==> config.mk <==
export PLATFORM = sky130hd
export DESIGN_NAME = fsk_rx_ctrl
export DESIGN_NICKNAME = d
export VERILOG_FILES = /design/src/rtl/fsk_pkg.sv /design/src/rtl/fsk_bit_slicer.sv /design/src/rtl/fsk_rx_ctrl.sv
export SDC_FILE = /design/constraint.sdc
export NUM_CORES = 1
export LEC_CHECK = 0
export ABC_AREA = 1
export CAP_MARGIN = 10
export CORE_ASPECT_RATIO = 1.4
export CORE_MARGIN = 2
export CORE_UTILIZATION = 50
export DETAILED_ROUTE_END_ITERATION = 16
export PLACE_DENSITY = 0.7
export SYNTH_ARGS = -nofsm -noshare
export SYNTH_HDL_FRONTEND = slang
export SYNTH_SLANG_ARGS = --single-unit
export TNS_END_PERCENT = 1
==> constraint.sdc <==
create_clock -name clk -period 2.3 [get_ports clk]
set_input_delay 0.46 -clock clk [delete_from_list [all_inputs] [get_ports clk]]
set_output_delay 0.46 -clock clk [all_outputs]
set_load 0.01 [all_outputs]
==> src/rtl/fsk_pkg.sv <==
`default_nettype none
// ============================================================================
// Module      : fsk_pkg
// Description : Shared definitions for the 2-FSK receive path: controller
//               state encoding, default timing/threshold/sync constants and
//               the payload width.
// Revision    : 1.0  initial release
// ============================================================================
package fsk_pkg;

  // Receive controller states
  typedef enum logic [1:0] {
    IDLE = 2'd0,
    HUNT = 2'd1,
    DATA = 2'd2
  } fsk_state_t;

  localparam int          DEF_CLK_PER_BIT = 64;
  localparam int          DEF_THRESH      = 4;
  localparam logic [7:0]  DEF_SYNC_WORD   = 8'hD5;
  localparam int          PAYLOAD_W       = 16;
  localparam int          SYNC_W          = 8;

  // 8-bit increment that sticks at 255 instead of wrapping
  function automatic logic [7:0] sat_inc8(input logic [7:0] v);
    return (v == 8'hFF) ? v : v + 8'd1;
  endfunction

endpackage : fsk_pkg
`default_nettype wire

==> src/rtl/fsk_bit_slicer.sv <==
`default_nettype none
// ============================================================================
// Module      : fsk_bit_slicer
// Description : Synchronises the FSK pin, detects rising edges, runs the
//               bit-period timer and counts edges per period. At the end of
//               each period it emits bit_strobe together with the sliced bit.
// Revision    : 1.0  initial release
// Ports       :
//   clk        in   system clock
//   rst        in   synchronous reset, active-low
//   run        in   timer/counter run; held at zero while low
//   fsk_in     in   asynchronous FSK signal
//   bit_strobe out  high in the last cycle of each bit period
//   sliced_bit out  decided bit, valid while bit_strobe is high
// ============================================================================
module fsk_bit_slicer
  import fsk_pkg::*;
#(
  parameter int CLK_PER_BIT = DEF_CLK_PER_BIT,
  parameter int THRESH      = DEF_THRESH
) (
  input  logic clk,
  input  logic rst,
  input  logic run,
  input  logic fsk_in,
  output logic bit_strobe,
  output logic sliced_bit
);

  localparam int              TIMER_W  = $clog2(CLK_PER_BIT);
  localparam logic [TIMER_W-1:0] TIMER_LAST = TIMER_W'(CLK_PER_BIT - 1);
  localparam logic [7:0]      THRESH_C = 8'(THRESH);

  logic               sync1;
  logic               sync2;
  logic               rise;
  logic [TIMER_W-1:0] timer;
  logic [7:0]         edge_cnt;
  logic [7:0]         cnt_incl;

  // Two-flop synchroniser; the edge is taken between the two stages
  always_ff @(posedge clk) begin
    if (!rst) begin
      sync1 <= 1'b0;
      sync2 <= 1'b0;
    end else begin
      sync1 <= fsk_in;
      sync2 <= sync1;
    end
  end

  assign rise       = sync1 & ~sync2;
  assign bit_strobe = run && (timer == TIMER_LAST);

  // An edge landing in the strobe cycle still belongs to the current bit,
  // so the decision uses the count including that edge.
  assign cnt_incl   = rise ? sat_inc8(edge_cnt) : edge_cnt;
  assign sliced_bit = (cnt_incl > THRESH_C);

  always_ff @(posedge clk) begin
    if (!rst || !run) begin
      timer <= '0;
    end else if (timer == TIMER_LAST) begin
      timer <= '0;
    end else begin
      timer <= timer + 1'b1;
    end
  end

  always_ff @(posedge clk) begin
    if (!rst || !run) begin
      edge_cnt <= 8'd0;
    end else if (bit_strobe) begin
      edge_cnt <= 8'd0;
    end else begin
      edge_cnt <= cnt_incl;
    end
  end

endmodule : fsk_bit_slicer
`default_nettype wire

==> src/rtl/fsk_rx_ctrl.sv <==
`default_nettype none
// ============================================================================
// Module      : fsk_rx_ctrl
// Description : 2-FSK receive controller. Slices bits from the FSK pin,
//               hunts for the sync word, assembles the 16-bit payload and
//               hands it downstream over valid/ready with overrun detection.
// Revision    : 1.0  initial release
// Ports       :
//   clk        in   system clock
//   rst        in   synchronous reset, active-low
//   en         in   receiver enable
//   fsk_in     in   asynchronous FSK signal
//   data_out   out  received payload (MSB first on the line)
//   data_valid out  payload available
//   data_ready in   consumer accepts payload
//   busy       out  high while in DATA state
//   overrun    out  one-cycle pulse when a completed frame is dropped
// ============================================================================
module fsk_rx_ctrl
  import fsk_pkg::*;
#(
  parameter int         CLK_PER_BIT = DEF_CLK_PER_BIT,
  parameter int         THRESH      = DEF_THRESH,
  parameter logic [7:0] SYNC_WORD   = DEF_SYNC_WORD
) (
  input  logic                 clk,
  input  logic                 rst,
  input  logic                 en,
  input  logic                 fsk_in,
  output logic [PAYLOAD_W-1:0] data_out,
  output logic                 data_valid,
  input  logic                 data_ready,
  output logic                 busy,
  output logic                 overrun
);

  localparam logic [4:0] LAST_IDX = 5'(PAYLOAD_W - 1);
  localparam logic [3:0] FILL_MAX = 4'(SYNC_W);

  fsk_state_t           state;
  fsk_state_t           state_n;
  logic [SYNC_W-1:0]    sync_reg;
  logic [SYNC_W-1:0]    sync_n;
  logic [3:0]           fill;
  logic [3:0]           fill_n;
  logic [PAYLOAD_W-1:0] payload;
  logic [PAYLOAD_W-1:0] payload_n;
  logic [4:0]           bit_idx;
  logic [4:0]           bit_idx_n;
  logic [PAYLOAD_W-1:0] data_out_n;
  logic                 data_valid_n;
  logic                 busy_n;
  logic                 overrun_n;

  logic                 run;
  logic                 bit_strobe;
  logic                 sliced_bit;
  logic [SYNC_W-1:0]    sync_shift;
  logic [PAYLOAD_W-1:0] payload_shift;

  // Gating with en clears the timer on the same edge that returns to IDLE
  assign run = en && (state != IDLE);

  fsk_bit_slicer #(
    .CLK_PER_BIT (CLK_PER_BIT),
    .THRESH      (THRESH)
  ) u_slicer (
    .clk        (clk),
    .rst        (rst),
    .run        (run),
    .fsk_in     (fsk_in),
    .bit_strobe (bit_strobe),
    .sliced_bit (sliced_bit)
  );

  assign sync_shift    = {sync_reg[SYNC_W-2:0], sliced_bit};
  assign payload_shift = {payload[PAYLOAD_W-2:0], sliced_bit};

  always_ff @(posedge clk) begin
    if (!rst) begin
      state      <= IDLE;
      sync_reg   <= '0;
      fill       <= '0;
      payload    <= '0;
      bit_idx    <= '0;
      data_out   <= '0;
      data_valid <= 1'b0;
      busy       <= 1'b0;
      overrun    <= 1'b0;
    end else begin
      state      <= state_n;
      sync_reg   <= sync_n;
      fill       <= fill_n;
      payload    <= payload_n;
      bit_idx    <= bit_idx_n;
      data_out   <= data_out_n;
      data_valid <= data_valid_n;
      busy       <= busy_n;
      overrun    <= overrun_n;
    end
  end

  always_comb begin
    state_n      = state;
    sync_n       = sync_reg;
    fill_n       = fill;
    payload_n    = payload;
    bit_idx_n    = bit_idx;
    data_out_n   = data_out;
    data_valid_n = data_valid;
    overrun_n    = 1'b0;

    // Consumer handshake; a same-edge load below overrides this clear
    if (data_valid && data_ready) begin
      data_valid_n = 1'b0;
    end

    if (!en) begin
      // Disable discards any partial frame but leaves the output register alone
      state_n   = IDLE;
      sync_n    = '0;
      fill_n    = '0;
      payload_n = '0;
      bit_idx_n = '0;
    end else begin
      case (state)
        IDLE: begin
          state_n   = HUNT;
          sync_n    = '0;
          fill_n    = '0;
          payload_n = '0;
          bit_idx_n = '0;
        end

        HUNT: begin
          if (bit_strobe) begin
            sync_n = sync_shift;
            fill_n = (fill == FILL_MAX) ? fill : fill + 4'd1;
            // Require a full window so a zero-filled register never matches early
            if ((fill_n == FILL_MAX) && (sync_n == SYNC_WORD)) begin
              state_n   = DATA;
              bit_idx_n = '0;
              payload_n = '0;
            end
          end
        end

        DATA: begin
          if (bit_strobe) begin
            payload_n = payload_shift;
            bit_idx_n = bit_idx + 5'd1;
            if (bit_idx == LAST_IDX) begin
              state_n   = HUNT;
              sync_n    = '0;
              fill_n    = '0;
              bit_idx_n = '0;
              if (!data_valid || data_ready) begin
                data_out_n   = payload_shift;
                data_valid_n = 1'b1;
              end else begin
                overrun_n = 1'b1;
              end
            end
          end
        end

        default: begin
          state_n = IDLE;
        end
      endcase
    end

    busy_n = (state_n == DATA);
  end

endmodule : fsk_rx_ctrl
`default_nettype wire

### Word-level counts from Yosys, hierarchy flattened

Cells that the tools add are included.

* register bits after elaboration: 68
* output and inout bits: 19
* logic and storage cells: 85
* input port bits: 5

* reductions and logical operators: 19
* add/subtract/negate cells: 4
* bitwise gates (word level): 2
* magnitude comparators: 1
* eq/ne operators: 13
* mux-type cells: 33

Operators with widths (count)
* $mux 15: 3
* $pmux 15 s3: 1
* $mux 7: 3
* $pmux 7 s3: 1
* $mux 5: 4
* $eq 8x8->1 const B: 2
* $mux 4: 4
* $mux 8: 2
* $pmux 5 s3: 1
* $pmux 4 s3: 1
* $mux 2: 5
* $reduce_and 5->1: 2
* $add 8x1->8 const B: 1
* $eq 4x4->1 const B: 2
* $gt 8x3->1 const B: 1
* $ne 2x2->1 const B: 4
* $reduce_and 4->1: 2
* $mux 1: 7
* $add 6x1->6 const B: 1
* $eq 6x6->1 const B: 1
* $pmux 2 s3: 1
* $add 5x1->5 const B: 1
* $eq 5x4->1 const B: 1
* $add 4x1->4 const B: 1
* other kinds (12): 20

### Logic depth before layout (Yosys ltp)

* depth after elaboration: 11
* gate-level depth with buffers: 16
* depth with buffers taken out: 16

### Cells and area by module

A second synthesis with hierarchy kept.

* cell total of the unflattened synthesis: 439
* area total of the unflattened synthesis: 3145.5 um^2

By module, submodules not included
* fsk_rx_ctrl: area each 2353.5 um^2, cells an instance 325, times used 1
* fsk_bit_slicer: area each 792.0 um^2, cells an instance 114, times used 1

### Least setup slack after synthesis

No wires, ideal clock.

* path type: register to register
* start: reg u_slicer.edge_cnt[0]
* end: reg payload[10]
* stages on the path, launching flop included: 16
* path buffers: 1
* slack: 431 ps
* clock period less this slack: 1869 ps
* arrival time: 1754 ps
* library setup time: 115 ps
* cells stage by stage: dfxtp_1 ha_1 nand2_2 nor2_4 nand2_2 nand2_1 nand2_1 nand2_1 nand2_1 nor2_2 nand3_2 nand2_2 nand2_4 buf_4 a21oi_1 nor2_1

* longest elaborated chain between the ends: 8
* elaborated cells on any way between the ends: 9
* those cells by class: 1 x add/sub; 1 x order compare; 3 x eq/ne; 2 x mux; 2 x reduce/logical

Ends and longest elaborated chain
* start: declaration: line fsk_bit_slicer.sv:38 `logic [7:0] edge_cnt;`
* start signal: assignment: line fsk_bit_slicer.sv:76 `edge_cnt <= cnt_incl;`
* $add 8x1->8 / $eq 8x8->1 (equally long branches): line fsk_pkg.sv:26 `return (v == 8'hFF) ? v : v + 8'd1;`
* $mux 8: line fsk_pkg.sv:26
* $mux 8 (*): line fsk_bit_slicer.sv:57 `assign cnt_incl = rise ? sat_inc8(edge_cnt) : edge_cnt;`
* $gt 8x3->1 (*): line fsk_bit_slicer.sv:58 `assign sliced_bit = (cnt_incl > THRESH_C);`
* $eq 8x8->1 (*): line fsk_rx_ctrl.sv:140 `if ((fill_n == FILL_MAX) && (sync_n == SYNC_WORD)) begin`
* $logic_and 1x1->1 (*): line fsk_rx_ctrl.sv:140
* $ne 2x2->1 (no line) (*)
* $reduce_and 4->1 (no line) (*)
* end signal: assignment: line fsk_rx_ctrl.sv:94 `payload <= payload_n;`
* end: declaration: line fsk_rx_ctrl.sv:46 `logic [PAYLOAD_W-1:0] payload;`

Every way passes the cells marked *; elsewhere a longest branch is shown, timed or not.
A chain may end at the register's enable or synchronous reset.

### Worst setup path in the final report

* start: reg u_slicer.edge_cnt[1]
* end: reg payload[14]

Same word-level chain as after synthesis.

==> results.py <==
metrics = {
    "synthesis": {
        "synthesis.area_um2": 3107,
        "ys_seq_area_share_pct": 43.82,
        "synth_seq_cells": 68,
        "yosysTopAreaCellShare_pct": 43.82,
        "synthCells": 432,
        "yosysWarnings": 0,
        "avgSynthCellArea_um2": 7.192,
        "synth_cell_type_count": 31,
        "ys_top_cells_by_area": "dfxtp_1, nand2_1, nor2_1, a21oi_1, inv_1",
        "synth_area_leader_cell": "dfxtp_1",
        "synth_nets": 442,
    },
    "die": {
        "die_x_um": 70.62,
        "die_area_um2": 6869,
        "core-area_um2": 6126,
        "boundaryPins": 24,
        "die_height_um": 97.27,
        "fp-row-count": 34,
        "start_util_pct": 50.71,
    },
    "run_status": {
        "outcome": "complete, no violations",
    },
    "cells_and_area": {
        "fin_nets": 475,
        "num_antenna_cells": 0,
        "utilization_pct": 60.76,
        "largest-register": "data_out",
        "area_growth_pct": 19.81,
        "fin_area_um2": 3722,
        "final_common_cell": "nand2_1",
        "largest_register_ffs": 16,
        "multi_input_area_um2": 1515,
        "nFillCells": 589,
        "final_cell_mix": "nand2_1, nor2_1, dfxtp_1",
        "register_area_um2": 1363,
        "reg_top3": "data_out (16), payload (15), u_slicer.edge_cnt (8)",
        "drive_above_1_share_pct": 13.22,
    },
    "power": {
        "switching_share_pct": 22.31,
        "p_comb_share_pct": 6.5,
        "ir_worst_vdd_v": 0.0003926,
        "p_int_mw": 1.757,
        "cellLeakagePower_nw": 1.540,
        "power_mw": 2.262,
        "power.switching_uw": 504.7,
        "p_seq_share_pct": 53.2,
        "cellPowerDensity_nw_per_um2": 607.7,
        "p_clk_share_pct": 40.2,
    },
    "cts": {
        "root_buffer": "clkbuf_8",
        "cts_made_buffers": 9,
        "cts.sinks": 68,
        "ctsHoldBuffers": 0,
        "clk_latency_ps": 340,
        "post-cts-setup-buffer-count": 0,
        "path_clk_slew_ps": 60,
        "cts_tree": "yes",
        "clock_path_buffers": 2,
        "htree_levels": 3,
    },
    "sta": {
        "min_period_ps": 2091,
        "hold_violations": 0,
        "finClkSkew_ps": 5.976,
        "setup_violations": 0,
        "rsz0062_at_grt": "no",
        "finalCritPeriodShare_pct": 90.93,
        "fmax_ghz": 0.4782,
        "tns_ps": 0,
        "worstMarginPinSlew_ps": 432.3,
        "setup_slack_ps": 208.7,
        "maxSlewViolCount": 0,
        "slew_headroom_pct": 71.17,
    },
    "detailed_routing": {
        "antenna_left": 0,
        "drt_first_pass_iters": 6,
        "drc": 0,
        "wirelength_mm": 6.090,
        "wl_per_cell_um": 11.26,
        "drt_iter0_drc": 81,
        "vias": 2747,
        "vias_per_cell": 5.078,
    },
    "setup_path": {
        "endpoint_kind": "register",
        "setup.worst_path.class": "register to register",
        "arrival_ps": 2320,
        "cp-start-kind": "register",
        "crit_required_ps": 2530,
        "crit_fanout": 15,
    },
    "global_routing": {
        "grt_pass1_vias": 2557,
        "grt_max_degree": 21,
        "track_usage_pct": 18.71,
        "overflow": 0,
        "antenna_found_initial": 0,
        "grt_first_pass_wirelength_mm": 10.51,
    },
    "placement": {
        "dp_slack_ps": 0.2169,
        "portBuffers": 23,
        "dp_hpwl_mm": 4.401,
        "placed_area_um2": 3512,
        "gp_congestion": 0.8526,
    },
    "worst_hold_path": {
        "hold_path.class": "register to register",
    },
    "run": {
        "maxCapViolations": 0,
    },
}
[final timing paths]
| path | from | endpoint | slack (ps) | cells after the start |
|---|---|---|---|---|
| hold reg to reg | u_slicer.timer[0] | u_slicer.timer[0] | 440 | 1 |
| setup / recovery | u_slicer.edge_cnt[1] | payload[14] | 210 | 15 |
| hold / removal | u_slicer.timer[0] | u_slicer.timer[0] | 440 | 1 |
| setup reg to reg | u_slicer.edge_cnt[1] | payload[14] | 210 | 15 |
[power groups by stage]
stage / Combinational [mW] / Sequential, mW / Clock, mW
after floorplan: 0.106 / 1.23 / 0
after global placement: 0.144 / 1.23 / 0
final: 0.147 / 1.20 / 0.910
after global routing: 0.167 / 1.20 / 0.981
after CTS: 0.147 / 1.20 / 0.938
after detailed placement: 0.146 / 1.23 / 0
[stage by stage]
step	hold slack [ps]	instances
after floorplan	413.7	432
after global placement	427.7	526
after detailed placement	426.9	526
after CTS	441.4	541
after global routing	466.8	541
final	444.6	541
[synthesized netlist by cell type]
cell and count:
inv_1 36, buf_2 6, xnor2_1 1, nor2_4 2, a21oi_4 1, or2_2 2, o211ai_1 1, a21oi_1 42
ha_1 5, nand2_4 1, nor3_4 1, nand2_2 3, nor2_1 69, inv_2 4, nand4_1 5, nor2_2 3
o21ai_1 1, o21ai_2 1, o21ai_0 20, xor2_1 3, buf_6 2, dfxtp_1 68, nand3b_1 1, nand3_2 11
nand3_1 25, buf_4 3, nand2_1 102, nor3_1 5, clkinv_1 1, clkbuf_1 6, nor3b_1 1
[metal layers]
layer | vias to the layer above | share of wire, % | wire [µm] | GRT usage (%)
met1 | 1243 | 44 | 2697 | 21.25
met5 | - | 0 | 0 | 0
met3 | 15 | 2.4 | 146 | 3.008
li1 | 1448 | - | - | -
met4 | 0 | 2.6 | 159 | 10.16
met2 | 41 | 51 | 3086 | 32.87
[worst max-delay path, stage by stage (launching register included)]
cell and delay (ps):
dfxtp_1 370, ha_2 220, nand2_2 80, nor2_4 130, nand2_4 100, nand2_1 70
nand2_1 40, nand2_1 100, nand2_1 80, nor2_2 110, nand3_2 80, nand2_2 120
nand2_8 110, buf_12 180, a21oi_1 130, nor2_1 60
[cells by family (layout without fill, tap and decap cells)]
kind of cell / after synthesis / in the layout / share of synthesized area (%)
adders and majority gates: 5 / 5 / 2.014
AOI/OAI and AO/OA: 66 / 66 / 11.20
xor gates and xnor gates: 4 / 4 / 1.128
buffers and inverters: 58 / 95 / 8.095
DFF: 68 / 68 / 43.82
and+or+nand+nor: 231 / 231 / 33.75
[repair_timing]
action	4_1_cts	5_1_grt
setup endpoints to repair	0	14
gates resized for setup	0	5
endpoints found under the hold margin	0	0
[area by class of cell]
cell class	instances	share of cell area (%)
well taps	72	2.420
inverters	41	4.134
clock buffers	14	4.908
flip-flops and latches	68	36.61
clock inverters	1	0.1345
multi-input cells	306	40.71
repair buffers	39	11.09
Power figures use the tool's default switching activity.
